**src/rtl/dp_div_arbiter.sv**
```systemverilog
// Round-robin arbiter in front of one shared iterative restoring divider.
// One requester is served at a time; results return with a done pulse tagged by requester ID.
module dp_div_arbiter #(
    parameter int unsigned WIDTH = 64,
    parameter int unsigned NREQ  = 4,
    parameter int unsigned IDW   = $clog2(NREQ)
) (
    input  logic                  clk,
    input  logic                  rst,
    input  logic [NREQ-1:0]       req,
    input  logic [NREQ*WIDTH-1:0] dividend,
    input  logic [NREQ*WIDTH-1:0] divisor,
    output logic [NREQ-1:0]       gnt,
    output logic                  busy,
    output logic                  done,
    output logic [IDW-1:0]        done_id,
    output logic [WIDTH-1:0]      quot,
    output logic [WIDTH-1:0]      rem,
    output logic                  div_by_zero
);

    localparam int unsigned CW = $clog2(WIDTH);

    typedef enum logic [1:0] {StIdle, StDiv, StDone} state_e;

    state_e           state_q, state_d;
    logic [IDW-1:0]   ptr_q, ptr_d;
    logic [IDW-1:0]   id_q, id_d;
    logic [CW-1:0]    cnt_q, cnt_d;
    // Dividend shifts out MSB-first while quotient bits shift into its LSB.
    logic [WIDTH-1:0] dvd_q, dvd_d;
    logic [WIDTH-1:0] dvs_q, dvs_d;
    logic [WIDTH-1:0] prem_q, prem_d;
    logic [NREQ-1:0]  gnt_q, gnt_d;
    logic             busy_q, busy_d;
    logic             done_q, done_d;
    logic [IDW-1:0]   done_id_q, done_id_d;
    logic [WIDTH-1:0] quot_q, quot_d;
    logic [WIDTH-1:0] rem_q, rem_d;
    logic             dbz_q, dbz_d;

    logic [IDW-1:0]   win;
    logic             found;
    logic [IDW-1:0]   idx;
    logic [WIDTH:0]   shifted;
    logic             ge;
    logic [WIDTH-1:0] diff;
    logic [WIDTH-1:0] next_rem;
    logic [WIDTH-1:0] next_quot;

    always_comb begin
        win   = '0;
        found = 1'b0;
        idx   = '0;
        for (int k = 0; k < NREQ; k++) begin
            idx = ptr_q + IDW'(k);
            if (!found && req[idx]) begin
                found = 1'b1;
                win   = idx;
            end
        end
    end

    always_comb begin
        shifted   = {prem_q, dvd_q[WIDTH-1]};
        ge        = shifted >= {1'b0, dvs_q};
        // When ge holds the true difference is below 2^WIDTH, so WIDTH bits suffice.
        diff      = shifted[WIDTH-1:0] - dvs_q;
        next_rem  = ge ? diff : shifted[WIDTH-1:0];
        next_quot = {dvd_q[WIDTH-2:0], ge};
    end

    always_comb begin
        state_d   = state_q;
        ptr_d     = ptr_q;
        id_d      = id_q;
        cnt_d     = cnt_q;
        dvd_d     = dvd_q;
        dvs_d     = dvs_q;
        prem_d    = prem_q;
        gnt_d     = gnt_q;
        busy_d    = busy_q;
        done_d    = done_q;
        done_id_d = done_id_q;
        quot_d    = quot_q;
        rem_d     = rem_q;
        dbz_d     = dbz_q;
        unique case (state_q)
            StIdle: begin
                if (found) begin
                    id_d    = win;
                    dvd_d   = dividend[int'(win)*WIDTH +: WIDTH];
                    dvs_d   = divisor[int'(win)*WIDTH +: WIDTH];
                    prem_d  = '0;
                    cnt_d   = '0;
                    gnt_d   = NREQ'(1) << win;
                    busy_d  = 1'b1;
                    ptr_d   = win + 1'b1;
                    state_d = StDiv;
                end
            end
            StDiv: begin
                if (dvs_q == '0) begin
                    quot_d    = '1;
                    rem_d     = dvd_q;
                    dbz_d     = 1'b1;
                    done_d    = 1'b1;
                    done_id_d = id_q;
                    state_d   = StDone;
                end else begin
                    prem_d = next_rem;
                    dvd_d  = next_quot;
                    cnt_d  = cnt_q + 1'b1;
                    if (cnt_q == CW'(WIDTH - 1)) begin
                        quot_d    = next_quot;
                        rem_d     = next_rem;
                        dbz_d     = 1'b0;
                        done_d    = 1'b1;
                        done_id_d = id_q;
                        cnt_d     = '0;
                        state_d   = StDone;
                    end
                end
            end
            StDone: begin
                done_d  = 1'b0;
                gnt_d   = '0;
                busy_d  = 1'b0;
                state_d = StIdle;
            end
            default: state_d = StIdle;
        endcase
    end

    always_ff @(posedge clk or posedge rst) begin
        if (rst) begin
            state_q   <= StIdle;
            ptr_q     <= '0;
            id_q      <= '0;
            cnt_q     <= '0;
            dvd_q     <= '0;
            dvs_q     <= '0;
            prem_q    <= '0;
            gnt_q     <= '0;
            busy_q    <= 1'b0;
            done_q    <= 1'b0;
            done_id_q <= '0;
            quot_q    <= '0;
            rem_q     <= '0;
            dbz_q     <= 1'b0;
        end else begin
            state_q   <= state_d;
            ptr_q     <= ptr_d;
            id_q      <= id_d;
            cnt_q     <= cnt_d;
            dvd_q     <= dvd_d;
            dvs_q     <= dvs_d;
            prem_q    <= prem_d;
            gnt_q     <= gnt_d;
            busy_q    <= busy_d;
            done_q    <= done_d;
            done_id_q <= done_id_d;
            quot_q    <= quot_d;
            rem_q     <= rem_d;
            dbz_q     <= dbz_d;
        end
    end

    assign gnt         = gnt_q;
    assign busy        = busy_q;
    assign done        = done_q;
    assign done_id     = done_id_q;
    assign quot        = quot_q;
    assign rem         = rem_q;
    assign div_by_zero = dbz_q;

endmodule

```
**config.mk**
```make
export PLATFORM = sky130hd
export DESIGN_NAME = dp_div_arbiter
export DESIGN_NICKNAME = d
export VERILOG_FILES = /design/src/rtl/dp_div_arbiter.sv
export SDC_FILE = /design/constraint.sdc
export NUM_CORES = 1
export LEC_CHECK = 0
export CORE_AREA = 10 10 245 247
export DETAILED_ROUTE_END_ITERATION = 8
export DIE_AREA = 0 0 255 257
export MAX_ROUTING_LAYER = met4
export PLACE_DENSITY = 0.7
export SLEW_MARGIN = 15
export SYNTH_ARGS = -nofsm -noshare
export SYNTH_HDL_FRONTEND = slang
export SYNTH_SLANG_ARGS = --single-unit
```
**constraint.sdc**
```tcl
create_clock -name clk -period 12.3 [get_ports clk]
set_input_delay 1.23 -clock clk [delete_from_list [all_inputs] [get_ports clk]]
set_output_delay 1.23 -clock clk [all_outputs]
set_load 0.005 [all_outputs]
```
==> impl_metrics.yaml, run 1 <==
clock_network:
  cts.repair.resized: 0
  holdBufCountCts: 0
  cts_tree: "done"
  cts.sinks: 341
  cts_max_level: 2
  cts_setup_buffers: 0
  cts-root-buf: "clkbuf_16"
  cts_made_buffers: 38
  clockBufferDepth: 3
  insertion_delay_ns: 0.57
  clk_pin_slew_ns: 0.06
logic_synthesis:
  yosysSeqAreaShare_pct: 38.1
  ys_ff_latch: 341
  yosysMostFrequentCell: "nand2_1"
  synthFlopType: "dfrtp_1"
  synth.area.top_cells: "dfrtp_1, nand2_1, o21ai_0, nand3_1, ha_1"
  syn_area_um2: 22400
  synth_cell_types: 65
  synth_cells: 3010
  synth_common_cells: "nand2_1, o21ai_0, dfrtp_1"
  synth_nets: 3598
  ys.warnings.count: 0
  synth_top_area_share_pct: 38.1
  yosysTopAreaCell: "dfrtp_1"
  synth_edf_count: 0
  avgSynthCellArea_um2: 7.44
  async_flop_share_pct: 100
sta:
  rsz0062_at_grt: "no"
  worst_pin_slew_ns: 1.07
  period_share_pct: 38.3
  hold_viol_final: 0
  fin_hold_ws_ns: 0.463
  clock.fmax_ghz: 0.212
  maxSlewHeadroom_pct: 28.4
  layout_min_cycle_time_ns: 4.71
  tns_ns: 0
  finalSetupViolations: 0
  drv_slew: 0
  finalClockSkew_ns: 0.0152
  fin_ws_ns: 7.59
global_routing:
  grt_pass1_wl_um: 143000
  grt_usage_pct: 28.9
  grt_max_degree: 130
  gr-total-overflow: 0
  first_global_vias: 23100
  antenna_found_initial: 2
power:
  powerDensity_nw_per_um2: 270
  power.leakage_uw: 0.0138
  peakVddDrop_uv: 250
worst_hold_path:
  min_path_type: "reg2reg"
place:
  io_buffer_count: 654
  dp_hpwl_um: 72300
  place.gp.congestion: 0.978
  pre_cts_slack_ns: 7.54
  placed_area_um2: 29200
routing:
  vias_per_cell: 5.55
  drc: 0
  dr.pass1.iters: 5
  ant_nets: 0
  via_count: 23500
  wl_um: 95900
  first_iter_violations: 1956
  routedWlPerCell_um: 22.7
outcome:
  status: "completed"
worst_setup_path:
  crit_fanout: 45
  cp_cell_sequence: "inv_1, ha_1, nand3_1, nor4_1, nand4_1, o21a_1, o21ai_1, o21a_2, buf_4, mux2i_1, a211oi_1, a21o_1"
  critPathCaptureType: "flip-flop"
  slowest_stage: "nor4_1"
  cp.arrival_ns: 5.17
  required_ns: 12.75
  max_stage_delay_ns: 0.87
  path_class: "reg2reg"
  crit_path_start_kind: "flip-flop"
die:
  die_y_um: 257
  ioPinCount: 655
  start_util_pct: 40.8
  dieWidth_um: 255
  row_count: 86
  dieArea_um2: 65500
  core_area_um2: 54900
finish:
  final_area_um2: 30600
  multiInputGateArea_um2: 12700
  area_growth_pct: 36.4
  regArea_um2: 8530
  drive_gt1_share_pct: 3.14
  final_nets: 4088
  nFillCells: 5272
run:
  maxCapViolCount: 0
state kept, by name, summed over array words and instances, names as in the netlist:
signal       count
busy             1
div_by_zero      1
done_id          2
dvd_q           64
state_q          2
dvs_q           64
done             1
ptr_q            2
prem_q          64
id_q             2
quot            64
rem             64
cnt_q            6
gnt              4
through the flow:
step           util (%)  instances  total power [uW]
2_1_floorplan         -       3010              5190
4_1_cts            55.7       4234              8250
5_1_grt            55.7       4235              8860
6_report           55.7       4235              8250
3_3_place_gp       53.2       4164              6970
3_5_place_dp       53.2       4164              6980
power by group:
part           total, uW  internal (uW)  leakage (uW)  switching (uW)
clock               1230            728      0.000655             500
combinational       4930           1960       0.00890            2980
sequential          2090           1610       0.00420             477
cell families after synthesis:
logic type                 count (synthesis)  share of synthesized area [%]
and+or+nand+nor                         1363                           26.2
muxes                                     48                           2.15
xor gates and xnor gates                  55                           2.15
buffers and inverters                    326                           5.58
DFF                                      341                           38.1
adders and majority gates                 70                           3.94
AOI/OAI and AO/OA                        807                           21.9
critical path, delay by kind of cell (launching register included):
kind	cells	cell delay, ns
simple gates	3	1.26
compound gates	5	1.17
fa+ha+maj	1	0.42
mux	1	0.41
flops	1	0.44
buf+inv	2	0.81
layout make-up:
cell class | count | share of cell area, %
antenna | 1 | 0.00819
inverter | 98 | 1.27
clock inverter | 19 | 0.823
sequential | 341 | 27.9
tap | 704 | 2.88
clock buffer | 51 | 3.54
timing repair buffer | 678 | 22.0
multi-input combinational | 2343 | 41.5
path summary, 6_finish.rpt:
kind | start | end | slack [ns] | depth (start not counted)
setup / recovery | dvs_q[8] | rem[20] | 7.59 | 12
hold / removal | quot[55] | quot[55] | 0.46 | 2
setup reg to reg | dvs_q[8] | rem[20] | 7.59 | 12
hold reg to reg | quot[55] | quot[55] | 0.46 | 2
max in group asynchronous | rst | quot[15] | 8.26 | 5
min in group asynchronous | rst | quot[53] | 1.23 | 2
layout by cell type (no fill, tap or decap), drive strengths merged, types with 14 or more instances in the layout:
cell           Yosys  final
nand2            800    800
nor4              24     24
ha                69     69
nand3            329    329
a22oi             63     63
o21bai            14     14
a21oi            105    105
a31oi             17     17
clkbuf           202     51
buf               26     24
a211oi            47     47
clkdlybuf4s50      0    654
nand4             25     25
xnor2             31     31
nor2             103    103
o21ai            396    396
inv               96     99
mux2i             48     48
and3              19     19
dfrtp            341    341
nor3              14     14
a21o              77     77
xor2              24     24
layer usage:
metal	part of all wire [%]	wire length, um	global-route usage [%]	vias up
li1	-	-	-	11500
met1	40	38600	34.2	11200
met2	51	48700	49.1	710
met3	5.4	5190	4.51	153
met4	3.5	3400	9.99	0
met5	0	0	-	-
(Power assumes the default switching activity.)
==> run 2, diff against run 1 <==
==> constraint.sdc (replaced) <==
create_clock -name clk -period 4.46 [get_ports clk]
set_input_delay 0.446 -clock clk [delete_from_list [all_inputs] [get_ports clk]]
set_output_delay 0.446 -clock clk [all_outputs]
set_load 0.005 [all_outputs]
==> run 2 against run 1 <==
Compared with the run above:
- first-iteration DRC count grew 5.8%
- routed wire length shrank 0.72%
- sequential power grew to 2.7 times the previous value
- clock power grew 150%
- via count grew 0.31%
- critical path type unchanged
- critical endpoint is now prem_q[40]
==> impl_metrics.yaml, run 2 (synthesis results as in run 1) <==
global_routing:
  grt_max_degree: 170
  grt_usage_pct: 28.6
  gr-total-overflow: 0
  antenna_found_initial: 0
  first_global_vias: 22900
  grt_pass1_wl_um: 141000
power:
  p_int_uw: 11800
  peakVddDrop_uv: 515
  p_sw_share_pct: 48.0
  p_sw_uw: 10800
  powerDensity_nw_per_um2: 737
  seq_power_share_pct: 25.3
  power.leakage_uw: 0.0138
  combPwrFrac_pct: 61.1
  clkPwrFrac_pct: 13.6
sta:
  layout_min_cycle_time_ns: 4.09
  maxSlewHeadroom_pct: 35.7
  clock.fmax_ghz: 0.244
  rsz0062_at_grt: "no"
  drv_slew: 0
  finalClockSkew_ns: 0.0165
  period_share_pct: 91.8
  worst_pin_slew_ns: 0.962
  tns_ns: 0
  hold_viol_final: 0
  finalSetupViolations: 0
worst_setup_path:
  reg2reg_from: "dvd_q[63]"
  max_stage_delay_ns: 0.55
  cp.arrival_ns: 4.54
  crit_end: "prem_q[40]"
  path_class: "reg2reg"
  regToRegSetupSlack_ns: 0.37
  crit_path_start_kind: "flip-flop"
  r2r_end: "prem_q[40]"
  crit_fanout: 4
  cp_cell_sequence: "inv_1, ha_1, inv_1, fa_1, a21oi_1, o211a_1, nor3_1, a221o_1, a221oi_2, o21ai_0, a2111oi_0, nor3b_1, o31a_1, o21ai_0"
  crit_start: "dvd_q[63]"
  required_ns: 4.90
  slowest_stage: "a221oi_2"
  ff2ff_path_depth: 14
  critPathCaptureType: "flip-flop"
routing:
  wl_um: 95200
  routedWlPerCell_um: 22.4
  vias_per_cell: 5.56
  ant_nets: 0
  dr.pass1.iters: 5
  first_iter_violations: 2070
  via_count: 23600
  drc: 0
place:
  dp.cells: 4181
  io_buffer_count: 654
  place.gp.congestion: 0.965
  dp_hpwl_um: 72800
finish:
  final_nets: 4105
  drive_gt1_share_pct: 3.42
  nFillCells: 5213
  layout_commonest_cell: "nand2_1"
  final_cell_mix: "nand2_1, clkdlybuf4s50_1, o21ai_0, dfrtp_1, nand3_1"
  regArea_um2: 8530
  antennaDiodeCount: 0
  multiInputGateArea_um2: 12700
  finalNonFillerCells: 4245
  area_growth_pct: 37.2
clock_network:
  cts-root-buf: "clkbuf_16"
  cts_max_level: 2
  clockBufferDepth: 3
  cts_made_buffers: 37
  holdBufCountCts: 0
  cts.sinks: 341
  insertion_delay_ns: 0.54
  clk_pin_slew_ns: 0.06
  cts_tree: "done"
die:
  start_util_pct: 40.8
  dieWidth_um: 255
  core_area_um2: 54900
  row_count: 86
  ioPinCount: 655
  dieArea_um2: 65500
  die_y_um: 257
outcome:
  status: "completed"
run:
  maxCapViolCount: 0
worst_hold_path:
  min_path_type: "in2async"
run 2: changes by cell type in the layout (fill, tap and decap cells not counted), sizes merged:
cell / previous run / this run
buf: 24 / 42
clkinv: 11 / 8
bufinv: 5 / 3
clkbuf: 51 / 50
clkinvlp: 2 / 1
diode: 1 / 0
run 2: critical path, delay by kind of cell, from the launching register on:
kind / cells / cell delay (ns)
AO/OA/AOI/OAI: 8 / 2.60
adder cells (fa/ha/maj): 2 / 0.62
buffers and inverters: 2 / 0.17
flip-flops: 1 / 0.42
AND/OR/NAND/NOR: 2 / 0.20
run 2: timing repair:
action,CTS,global route
setup endpoints to repair,0,37
setup buffers,0,1
gates resized for setup,0,2
run 2: area by class of cell:
class                           count  share of cell area (%)
Clock buffer                       50                    3.34
Clock inverter                     13                   0.481
Inverter                           98                    1.25
Multi-Input combinational cell   2343                    41.3
Sequential cell                   341                    27.8
Tap cell                          704                    2.87
Timing Repair Buffer              696                    23.0
run 2: worst min-delay path by stage:
stage | endpoint | slack, ns | cells past startpoint
2_1_floorplan | done_id[0] | 0.44 | 2
3_3_place_gp | quot[59] | 0.45 | 2
3_5_place_dp | done_id[0] | 0.45 | 2
4_1_cts | quot[59] | 0.47 | 2
5_1_grt | quot[58] | 0.49 | 2
6_report | done_id[1] | 0.46 | 2
run 2: metrics by stage:
| stage | instance area, um2 | setup slack, ns | total power [uW] | util (%) | hold WS (ns) |
|---|---|---|---|---|---|
| 3_5_place_dp | 29500 | 0.309 | 19400 | 53.8 | 0.454 |
| 4_1_cts | 30700 | 0.198 | 22600 | 56.0 | 0.468 |
| 3_3_place_gp | 29500 | 0.364 | 19400 | 53.8 | 0.448 |
| 2_1_floorplan | 22400 | -0.547 | 14300 | - | 0.439 |
| 6_report | 30700 | 0.365 | 22600 | 56.0 | 0.462 |
| 5_1_grt | 30700 | 0.0817 | 24300 | 56.0 | 0.486 |
run 2: per-layer routing:
layer  GRT usage (%)  wire, um  up-vias
li1                -         -    11500
met1            34.1     38300    11300
met2            50.3     49700      674
met3            3.79      5040      112
met4            6.30      2140        0
met5               -         0        -
run 2: power groups by stage:
stage / Combinational [uW] / Sequential (uW) / Clock, uW
2_1_floorplan: 9070 / 5230 / 0
3_3_place_gp: 13600 / 5720 / 0
3_5_place_dp: 13700 / 5720 / 0
4_1_cts: 13800 / 5700 / 3120
5_1_grt: 15200 / 5850 / 3260
6_report: 13800 / 5720 / 3070
==> run 3, diff against run 2 <==
--- a/config.mk
+++ b/config.mk
@@ -5,11 +5,13 @@
 export SDC_FILE = /design/constraint.sdc
 export NUM_CORES = 1
 export LEC_CHECK = 0
-export CORE_AREA = 10 10 245 247
+export CORE_AREA = 10 10 248 250
+export CTS_CLUSTER_SIZE = 28
 export DETAILED_ROUTE_END_ITERATION = 8
-export DIE_AREA = 0 0 255 257
+export DIE_AREA = 0 0 258 260
 export MAX_ROUTING_LAYER = met4
-export PLACE_DENSITY = 0.7
+export PLACE_DENSITY = 0.69
+export SKIP_CTS_REPAIR_TIMING = 1
 export SLEW_MARGIN = 15
 export SYNTH_ARGS = -nofsm -noshare
 export SYNTH_HDL_FRONTEND = slang
==> run 3 against run 2 <==
Compared with the run above:
- clock skew grew 0.0038 ns
- combinational power is essentially flat
- setup slack lost 0.23 ns
- critical path type unchanged
- largest cell class unchanged
- highest routed layer unchanged
==> impl_metrics.yaml, run 3 (synthesis results as in run 1) <==
global_routing:
  grt_max_degree: 138
  grt_pass1_wl_um: 141000
  gr-total-overflow: 0
  antenna_found_initial: 0
  first_global_vias: 23000
  grt_usage_pct: 27.9
finish:
  final_nets: 4106
  final_cell_mix: "nand2_1, clkdlybuf4s50_1, o21ai_0, dfrtp_1, nand3_1"
  drive_gt1_share_pct: 3.34
  finalNonFillerCells: 4292
  antennaDiodeCount: 0
  layout_commonest_cell: "nand2_1"
  area_growth_pct: 37.2
worst_setup_path:
  crit_start: "dvs_q[15]"
  regToRegSetupSlack_ns: 0.13
  crit_path_start_kind: "flip-flop"
  critPathCaptureType: "flip-flop"
  required_ns: 4.91
  crit_fanout: 29
  ff2ff_path_depth: 13
  reg2reg_from: "dvs_q[15]"
  cp.arrival_ns: 4.77
  critPathTopFamily: "compound AO/OA/AOI/OAI gates"
  cp_cell_sequence: "inv_1, ha_1, nand4_1, nor4_1, o21ai_0, nand4_1, a32oi_1, a21boi_0, o21a_2, buf_12, mux2i_1, a211oi_1, a21o_1"
  r2r_end: "rem[5]"
  path_common_cell: "nand4_1"
  crit_end: "rem[5]"
  crit_buf_inv: 2
  path_depth: 13
  max_stage_delay_ns: 0.61
  path_class: "reg2reg"
  slowest_stage: "o21a_2"
routing:
  vias_per_cell: 5.47
  wl_um: 95900
  drc: 0
  routedWlPerCell_um: 22.3
  ant_nets: 0
  dr.pass1.iters: 6
  first_iter_violations: 1964
  via_count: 23500
place:
  place.gp.congestion: 0.968
  dp.cells: 4235
  io_buffer_count: 654
  pre_cts_slack_ns: 0.312
  dp_hpwl_um: 73900
sta:
  period_share_pct: 97.0
  drv_slew: 0
  tns_ns: 0
  finalClockSkew_ns: 0.0204
  fin_ws_ns: 0.134
  rsz0062_at_grt: "yes"
  worst_pin_slew_ns: 0.887
  clock.fmax_ghz: 0.231
  finalSetupViolations: 0
  maxSlewHeadroom_pct: 40.7
  layout_min_cycle_time_ns: 4.33
  hold_viol_final: 0
clock_network:
  cts-root-buf: "clkbuf_16"
  cts_tree: "done"
  insertion_delay_ns: 0.55
  cts_max_level: 2
  clk_pin_slew_ns: 0.06
  clockBufferDepth: 3
  cts_made_buffers: 37
  cts.sinks: 341
worst_hold_path:
  min_path_type: "in2async"
outcome:
  status: "completed"
die:
  core_area_um2: 56300
  start_util_pct: 39.8
  dieWidth_um: 258
  ioPinCount: 655
  row_count: 87
  dieArea_um2: 67100
  die_y_um: 260
run:
  maxCapViolCount: 0
power:
  peakVddDrop_uv: 724
  powerDensity_nw_per_um2: 734
  power.leakage_uw: 0.0138
## run 3: layer usage
layer	wire length [um]	global-route usage [%]
met2	49400	48.5
met3	5750	5.12
met4	2670	7.63
met1	38000	32.7
met5	0	-
## run 3: report_power, final
group	internal [uW]	total [uW]	switching (uW)
logic	5540	13800	8300
registers	4440	5740	1290
clock network	1700	2990	1280
## run 3: how the worst min path moves through the flow
stage                         from          to  cells past startpoint
after floorplan            id_q[0]  done_id[0]                      2
after global placement    quot[12]    quot[12]                      2
after detailed placement  quot[46]    quot[46]                      2
after CTS                      rst  done_id[0]                      2
after global routing           rst  done_id[0]                      2
final                          rst  done_id[0]                      2
## run 3: worst reg2reg max path, delay by kind of cell, from the launching register on
kind | cells | cell delay, ns
compound gates | 6 | 1.70
simple gates | 3 | 0.93
fa+ha+maj | 1 | 0.43
buf+inv | 2 | 0.42
flops | 1 | 0.42
mux | 1 | 0.34
## run 3: area by class of cell
cell class	count	area, um2
clock buffers	50	1050
clock inverters	7	75.1
fillers	5446	25600
inverters	98	384
multi-input cells	2343	12700
flip-flops and latches	341	8530
well taps	756	946
repair buffers	697	7040
## run 3: per-stage QoR
stage | power (uW) | hold WS (ns) | util, % | instance area (um2)
floorplan | 14300 | 0.439 | - | 22400
global placement | 19400 | 0.448 | 52.6 | 29600
detailed placement | 19400 | 0.454 | 52.6 | 29600
CTS | 22500 | 0.245 | 54.6 | 30700
global route | 24300 | 0.260 | 54.6 | 30700
finish | 22600 | 0.254 | 54.6 | 30700
